$ cat src/rtl/tictactoe_pkg.sv
// Shared tic-tac-toe types and sizes used by the move controller and its timer.
// AUTO_MOVE_EN adds the SCAN state used by the automatic timeout move.
package tictactoe_pkg;

  localparam int unsigned NUM_CELLS = 9;
  localparam int unsigned CELL_W    = 2;
  localparam int unsigned IDX_W     = 4;
  localparam int unsigned TIME_W    = 5;
  localparam int unsigned BOARD_W   = NUM_CELLS * CELL_W;

  typedef enum logic [1:0] {
    EMPTY  = 2'b00,
    CELL_X = 2'b01,
    CELL_O = 2'b10
  } cell_t;

  typedef enum logic [2:0] {
    WAIT,
    CHECK,
    WRITE,
    DONE,
    TIMEOUT,
    OVER
`ifdef AUTO_MOVE_EN
    , SCAN
`endif
  } mc_state_t;

  // Board write payload
  typedef struct packed {
    logic [IDX_W-1:0] addr;
    cell_t            data;
  } wr_req_t;

  function automatic cell_t symbol_for(logic turn_x);
    return turn_x ? CELL_X : CELL_O;
  endfunction

  function automatic logic [IDX_W-1:0] next_cell(logic [IDX_W-1:0] idx);
    return (idx == IDX_W'(NUM_CELLS - 1)) ? '0 : idx + 1'b1;
  endfunction

endpackage

$ cat src/rtl/turn_timer.sv
// Per-turn countdown: a one-second prescaler feeding a seconds down-counter.
module turn_timer #(
  parameter int unsigned CLK_FREQ     = 50_000_000,
  parameter int unsigned TURN_SECONDS = 15
) (
  input  logic       clk,
  input  logic       rst,
  input  logic       run,
  input  logic       reload,
  output logic [4:0] time_left,
  output logic       expire_c
);

  localparam int unsigned PRE_W = (CLK_FREQ > 1) ? $clog2(CLK_FREQ) : 1;

  logic [PRE_W-1:0] pre;
  logic             tick_c;

  assign tick_c   = run && (pre == PRE_W'(CLK_FREQ - 1));
  assign expire_c = tick_c && (time_left == 5'd1);

  always_ff @(posedge clk or negedge rst) begin
    if (!rst) begin
      pre       <= '0;
      time_left <= 5'(TURN_SECONDS);
    end else if (reload) begin
      pre       <= '0;
      time_left <= 5'(TURN_SECONDS);
    end else if (tick_c) begin
      pre <= '0;
      if (time_left != 5'd0) time_left <= time_left - 1'b1;
    end else if (run) begin
      pre <= pre + 1'b1;
    end
  end

endmodule

$ cat src/rtl/move_controller.sv
// Cursor movement, cell validation, board write and per-turn timeout for tic-tac-toe.
// Define AUTO_MOVE_EN to make a timeout place the current symbol in the lowest empty cell.
module move_controller
  import tictactoe_pkg::*;
#(
  parameter int unsigned CLK_FREQ     = 50_000_000,
  parameter int unsigned TURN_SECONDS = 15
) (
  input  logic               clk,
  input  logic               rst,
  input  logic               turno,
  input  logic               btn_next,
  input  logic               btn_place,
  input  logic [BOARD_W-1:0] board_in,
  input  logic               game_over,
  output logic [IDX_W-1:0]   cursor,
  output logic               we,
  output logic [IDX_W-1:0]   wr_addr,
  output logic [CELL_W-1:0]  wr_data,
  output logic               jugado,
  output logic               timeout,
  output logic [TIME_W-1:0]  time_left
);

  mc_state_t        state, state_d;
  logic             next_q, place_q;
  logic             press_next_c, press_place_c;
  cell_t            cells [NUM_CELLS];
  logic [IDX_W-1:0] cursor_d;
  logic             we_d, jugado_d, timeout_d;
  wr_req_t          wr_q, wr_d;
  logic             timer_run_c, timer_reload_c, expire_c;
`ifdef AUTO_MOVE_EN
  logic [IDX_W-1:0] scan_q, scan_d;
  logic             auto_q, auto_d;
`endif

  assign press_next_c  = btn_next  && !next_q;
  assign press_place_c = btn_place && !place_q;

  always_comb begin
    for (int i = 0; i < NUM_CELLS; i++) begin
      cells[i] = cell_t'(board_in[CELL_W*i +: CELL_W]);
    end
  end

  // Timer only runs while idle in WAIT; a place press or game end freezes it that cycle
  assign timer_run_c    = (state == WAIT) && !game_over && !press_place_c;
  assign timer_reload_c = (state == DONE);

  turn_timer #(
    .CLK_FREQ    (CLK_FREQ),
    .TURN_SECONDS(TURN_SECONDS)
  ) u_timer (
    .clk      (clk),
    .rst      (rst),
    .run      (timer_run_c),
    .reload   (timer_reload_c),
    .time_left(time_left),
    .expire_c (expire_c)
  );

  assign wr_addr = wr_q.addr;
  assign wr_data = wr_q.data;

  always_ff @(posedge clk or negedge rst) begin
    if (!rst) begin
      state   <= WAIT;
      next_q  <= 1'b0;
      place_q <= 1'b0;
      cursor  <= '0;
      we      <= 1'b0;
      wr_q    <= '0;
      jugado  <= 1'b0;
      timeout <= 1'b0;
`ifdef AUTO_MOVE_EN
      scan_q  <= '0;
      auto_q  <= 1'b0;
`endif
    end else begin
      state   <= state_d;
      next_q  <= btn_next;
      place_q <= btn_place;
      cursor  <= cursor_d;
      we      <= we_d;
      wr_q    <= wr_d;
      jugado  <= jugado_d;
      timeout <= timeout_d;
`ifdef AUTO_MOVE_EN
      scan_q  <= scan_d;
      auto_q  <= auto_d;
`endif
    end
  end

  always_comb begin
    state_d   = state;
    cursor_d  = cursor;
    we_d      = 1'b0;
    wr_d      = wr_q;
    jugado_d  = 1'b0;
    timeout_d = 1'b0;
`ifdef AUTO_MOVE_EN
    scan_d    = scan_q;
    auto_d    = auto_q;
`endif
    case (state)
      WAIT: begin
        if (game_over) begin
          state_d = OVER;
        end else if (press_place_c) begin
          state_d = CHECK;
        end else begin
          if (press_next_c) cursor_d = next_cell(cursor);
          if (expire_c) state_d = TIMEOUT;
        end
      end
      CHECK: begin
        if (cells[cursor] == EMPTY) begin
          state_d = WRITE;
          we_d    = 1'b1;
          wr_d    = '{addr: cursor, data: symbol_for(turno)};
        end else begin
          state_d = WAIT;
        end
      end
      WRITE: begin
        state_d  = DONE;
        jugado_d = 1'b1;
`ifdef AUTO_MOVE_EN
        timeout_d = auto_q;
`endif
      end
      DONE: begin
        state_d = WAIT;
`ifdef AUTO_MOVE_EN
        auto_d  = 1'b0;
`endif
      end
      TIMEOUT: begin
`ifdef AUTO_MOVE_EN
        state_d   = SCAN;
        scan_d    = '0;
        auto_d    = 1'b1;
`else
        state_d   = DONE;
        jugado_d  = 1'b1;
        timeout_d = 1'b1;
`endif
      end
`ifdef AUTO_MOVE_EN
      // One cell per cycle; full board skips the turn without writing
      SCAN: begin
        if (cells[scan_q] == EMPTY) begin
          state_d  = WRITE;
          we_d     = 1'b1;
          cursor_d = scan_q;
          wr_d     = '{addr: scan_q, data: symbol_for(turno)};
        end else if (scan_q == IDX_W'(NUM_CELLS - 1)) begin
          state_d   = DONE;
          jugado_d  = 1'b1;
          timeout_d = 1'b1;
        end else begin
          scan_d = scan_q + 1'b1;
        end
      end
`endif
      OVER: state_d = OVER;
      default: state_d = WAIT;
    endcase
  end

endmodule

$ cat config.mk
export PLATFORM = sky130hd
export DESIGN_NAME = move_controller
export DESIGN_NICKNAME = d
export VERILOG_FILES = /design/src/rtl/tictactoe_pkg.sv /design/src/rtl/turn_timer.sv /design/src/rtl/move_controller.sv
export SDC_FILE = /design/constraint.sdc
export NUM_CORES = 1
export LEC_CHECK = 0
export ABC_AREA = 1
export CORE_ASPECT_RATIO = 0.9
export CORE_MARGIN = 3
export CORE_UTILIZATION = 30
export DETAILED_ROUTE_END_ITERATION = 7
export DONT_BUFFER_PORTS = 1
export PLACE_DENSITY = 0.55
export SYNTH_ARGS = -nofsm -noshare
export SYNTH_HDL_FRONTEND = slang
export SYNTH_SLANG_ARGS = --single-unit
export TNS_END_PERCENT = 30
$ cat constraint.sdc
create_clock -name clk -period 1.8 [get_ports clk]
set_input_delay 0.36 -clock clk [delete_from_list [all_inputs] [get_ports clk]]
set_output_delay 0.36 -clock clk [all_outputs]
set_load 0.01 [all_outputs]
# After elaboration in Yosys (flattened, before gate mapping)
# Cells that the tools add are included.
# totals
regBits	49
latch_bits	0
mem_bits_rw	0
mem_bits_ro	0
in_bits	24
out_inout_bits	18
elab_cells	67
memories	0
# classes
n_addsub	3
mul	0
div	0
order_cmp	1
n_eq_ne	9
shifts	0
muxes	20
n_bitwise	3
n_reduce_logical	20
# ops
operator	n
26-bit 2-to-1 mux	3
26-bit by 1-bit adder with 26-bit output, second input constant	1
26-bit == test, second input constant	1
5-bit 2-to-1 mux	3
3-bit case mux with 4 select lines	1
3-bit 2-to-1 mux	3
2-bit binary-select mux with 4-bit select	1
2-bit 2-to-1 mux	4
3-bit by 2-bit == test with 1-bit output, second input constant	2
3-bit == test, second input constant	2
1-bit logical AND	6
5-bit by 1-bit == test with 1-bit output, second input constant	1
5-bit >= comparator, second input constant	1
4-bit inverter with 5-bit output	1
5-bit nonzero test	1
5-bit by 1-bit subtractor with 5-bit output, second input constant	1
4-bit by 1-bit adder with 4-bit output, second input constant	1
4-bit == test, second input constant	1
1-bit logical NOT	4
1-bit 2-to-1 mux	4
4-bit 2-to-1 mux	1
4-bit != test, second input constant	1
2-bit AND reduction	2
4-bit AND reduction	1
7 further kinds	9

# Longest topological paths before layout
# logic_depth
depth_word	10
ltp_mapped	10
depth_no_buf	10

# Cells and area by module
# A second synthesis with hierarchy kept.
# unflattened
cells_unflattened	416
hier_area_um2	3001.6
# modules_own_cells
module	n_inst	cells_each	area_per_inst_um2	seq_area_each_um2
turn_timer	1	299	2040.7	780.7
move_controller	1	117	960.9	450.4

# Worst setup path before layout
# OpenSTA, ideal clock, no wires.
# synth_path
path_type	flip-flop to flip-flop
startpoint	register u_timer.pre[0]
endpoint	register u_timer.pre[20]
setup_ps	117
arrival_ps	1348
t_required_ps	1683
path_slack_ps	336
stages_incl_launch_ff	10
path_buffers	0
period_less_slack_ps	1464
path_cell_list	dfrtp_1 -> ha_1 -> nand3_2 -> nor2_4 -> and2_1 -> nand2_4 -> nor2_4 -> nand3_2 -> nor2_1 -> nor2_1
# synth_via
elab_chain_len	4
word_cells_on_any_way	7
cone_classes	1 x add/sub; 1 x eq/ne; 3 x mux; 2 x reduce/logical
# synth_lines
element	line	rtl
start, declared	turn_timer.sv:16	logic [PRE_W-1:0] pre;
start signal, assigned	turn_timer.sv:33	pre <= pre + 1'b1;
26-bit by 1-bit adder with 26-bit output / 26-bit == test (equally long branches)	turn_timer.sv:33, turn_timer.sv:19	
26-bit 2-to-1 mux / 1-bit logical AND (equally long branches)	turn_timer.sv:32, turn_timer.sv:19	
26-bit 2-to-1 mux	turn_timer.sv:29	end else if (tick_c) begin
26-bit 2-to-1 mux	turn_timer.sv:26	end else if (reload) begin
# Several ways; a longest one is shown, not always the timed one. The select of a mux whose other input is x is not followed.
# A chain may end at the register's enable or synchronous reset.

# Worst setup path after layout
# layout_path
startpoint	register u_timer.pre[0]
endpoint	register u_timer.pre[5]
# The elaborated chain is that of the path after synthesis.

==> flow_summary.toml <==
[outcome]
status = "completed"

[global_routing]
overflow = 0
grt_max_degree = 50
grt_util_all_layers_pct = 12.89
grt_pass1_wl_um = 11900
grt_antenna_before_repair = 0
grt_pass1_vias = 2535

[sta]
relSlewSlack_pct = 69.51
finalWorstSetupSlack_ns = 0.07496
rsz0062_at_grt = "yes"
min_period_ns = 1.725
hold_viol_final = 0
slew_violations = 0
min_period_over_period_pct = 95.84
finalSetupViolCount = 0
clock_skew_ns = 0.01394
worst_pin_slew_ns = 0.4568
fmaxAchievable_mhz = 579.7

[clock_tree]
cts.sinks = 49
clkTransAtPathRegs_ns = 0.10
clk_path_buf_depth = 2
cts_tree = "yes"
root_buffer = "clkbuf_8"
numCtsBuffers = 5
cts_max_level = 2
clock_latency_ns = 0.31

[synthesis]
synthFlopType = "dfrtp_1"
ys_seq_area_share_pct = 41.62
yosys_warnings = 0
synth_cell_type_count = 34
synth_edf_count = 0
syn_area_sq_um = 2958
yosysTopAreaCell = "dfrtp_1"
synth-async-reset-ratio_pct = 100.0
syn_area_per_cell_sq_um = 7.450
ys_ff_latch = 49
yosysTopAreaCellShare_pct = 38.07
synth_nets = 426
synthCells = 397
netlist_top_cells_area = "dfrtp_1 38%, nand2_1 13%, nor2_1 7.6%"

[setup_path]
cp_max_fo = 8
crit_required_ns = 2.01
start_kind = "flop"
critPathKind = "flop to flop"
cp-end-kind = "flop"
cp_data_arrival_time_ns = 1.94

[worst_hold_path]
min_path_type = "input pin to flop"

[finish]
antenna_cells = 0
fillers = 975
layout_commonest_cell = "nand2_1"
drive_gt1_share_pct = 16.47
ff_latch_area_sq_um = 1231
fin_area_sq_um = 3381
finish.utilization_pct = 36.07
nets = 447
multiInputGateArea_sq_um = 1514
synthToLayoutAreaGrowth_pct = 14.30
final_cell_mix = "104 x nand2_1, 60 x nor2_1, 47 x inv_1, 45 x dfrtp_1, 27 x nand3_1"

[power]
p_leak_nw = 1.588
power_density_nw_per_um2 = 1242
pwr-share-clk_pct = 20.0
p_sw_mw = 1.768
vdd_drop_max_mv = 0.6736
internal_power_mw = 2.430
seqPwrFrac_pct = 41.6
netSwitchingFraction_pct = 42.11
combPwrFrac_pct = 38.4

[run]
maxCapViolations = 0

[placed_design]
dp_hpwl_um = 5044
gp_congestion = 0.8434
port_buffers = 0
placed_area_sq_um = 3136
dp_slack_ns = 0.1278

[floorplan]
die_w_um = 110.7
coreArea_sq_um = 9373
dieArea_sq_um = 11090
initial_core_util_pct = 31.56
fp.dieH_um = 100.2
pin_count = 42
rows = 33

[drt]
routedWlPerCell_um = 12.71
vias_per_cell = 4.693
drtIter0Drc = 157
via_count = 2539
drtAntennaViolNets = 0
wl_um = 6877
drc = 0
drt-pass1-iter-count = 4
state kept, by name, indices dropped and copies added, names as in the netlist:
| signal | cells |
|---|---|
| state | 3 |
| wr_data | 2 |
| u_timer.pre | 26 |
| wr_addr | 4 |
| place_q | 1 |
| u_timer.time_left | 5 |
| we | 1 |
| next_q | 1 |
| jugado | 1 |
| timeout | 1 |
| cursor | 4 |
cell usage after synthesis (2+ instances only):
cell type,n
dfstp_2,4
o211ai_1,2
xnor2_1,2
nor2_2,6
xor2_1,4
a31oi_1,2
o21ai_0,12
o21bai_1,3
buf_6,3
or2_2,4
nor3_2,4
nand2_2,3
dfrtp_1,45
nor3_1,14
a21oi_1,7
nand4_1,15
nand2_1,105
nand3_1,27
inv_2,2
nand3_2,5
inv_1,48
nand2_4,3
nor2_4,3
nor2_1,60
ha_1,5
final cells by class:
class	count	share of cell area, %
Sequential cell	49	36.42
Tap cell	122	4.515
Clock buffer	5	2.036
Timing Repair Buffer	20	5.107
Inverter	50	5.662
Multi-Input combinational cell	292	44.78
Clock inverter	3	1.480
power groups by stage:
stage          registers (mW)  clock network, mW  logic, mW
2_1_floorplan            1.70                  0       1.17
3_3_place_gp             1.76                  0       1.47
3_5_place_dp             1.76                  0       1.50
4_1_cts                  1.74              0.870       1.54
5_1_grt                  1.79              0.919       1.87
6_report                 1.75              0.839       1.61
kinds of logic after synthesis:
group | count (synthesis) | share of synthesized area (%)
AO/OA/AOI/OAI | 27 | 5.457
XOR/XNOR | 6 | 1.777
adder cells (fa/ha/maj) | 5 | 2.115
buffers and inverters | 56 | 8.037
flip-flops | 49 | 41.62
AND/OR/NAND/NOR | 254 | 40.99
layer usage:
metal	share of wire (%)	track usage [%]	vias up
met5	0	0	-
met4	1.1	3.788	0
met3	4.0	2.712	8
met2	46	21.27	44
met1	49	17.19	1171
li1	-	-	1316
path summary, 6_finish.rpt:
| check | cells after the start | startpoint | slack [ns] | to |
|---|---|---|---|---|
| worst max-delay path | 10 | u_timer.pre[0] | 0.07 | u_timer.pre[5] |
| max in group asynchronous | 2 | rst | 0.95 | u_timer.time_left[3] |
| worst max register to register | 10 | u_timer.pre[0] | 0.07 | u_timer.pre[5] |
| worst min register to register | 2 | u_timer.time_left[3] | 0.52 | u_timer.time_left[3] |
| worst min-delay path | 0 | btn_place | 0.07 | place_q |
| min in group asynchronous | 2 | rst | 0.54 | u_timer.pre[13] |
worst max-delay path: stages, from the launching register on:
cell	delay [ns]
dfrtp_1	0.45
ha_4	0.18
nand3_4	0.08
nor2_4	0.17
inv_2	0.07
nor2_2	0.09
nand3_2	0.12
nand2_4	0.15
clkinvlp_4	0.18
nand2_1	0.10
nor2_1	0.04
per-stage QoR:
step                      hold slack, ns  power, mW  TNS (ns)  std cells
after floorplan                  0.06441      2.875         0        397
after global placement           0.06841      3.229         0        523
after detailed placement         0.06842      3.260         0        523
after CTS                        0.05455      4.147         0        533
after global routing             0.04224      4.578   -0.1560        541
final                            0.06836      4.198         0        541
what timing repair did:
action	CTS	global route
endpoints found under the setup margin	0	13
gates resized for setup	0	6
hold buffers	2	0
buffers inserted	0	8
hold endpoints to repair	49	0
Power figures use the tool's default switching activity.
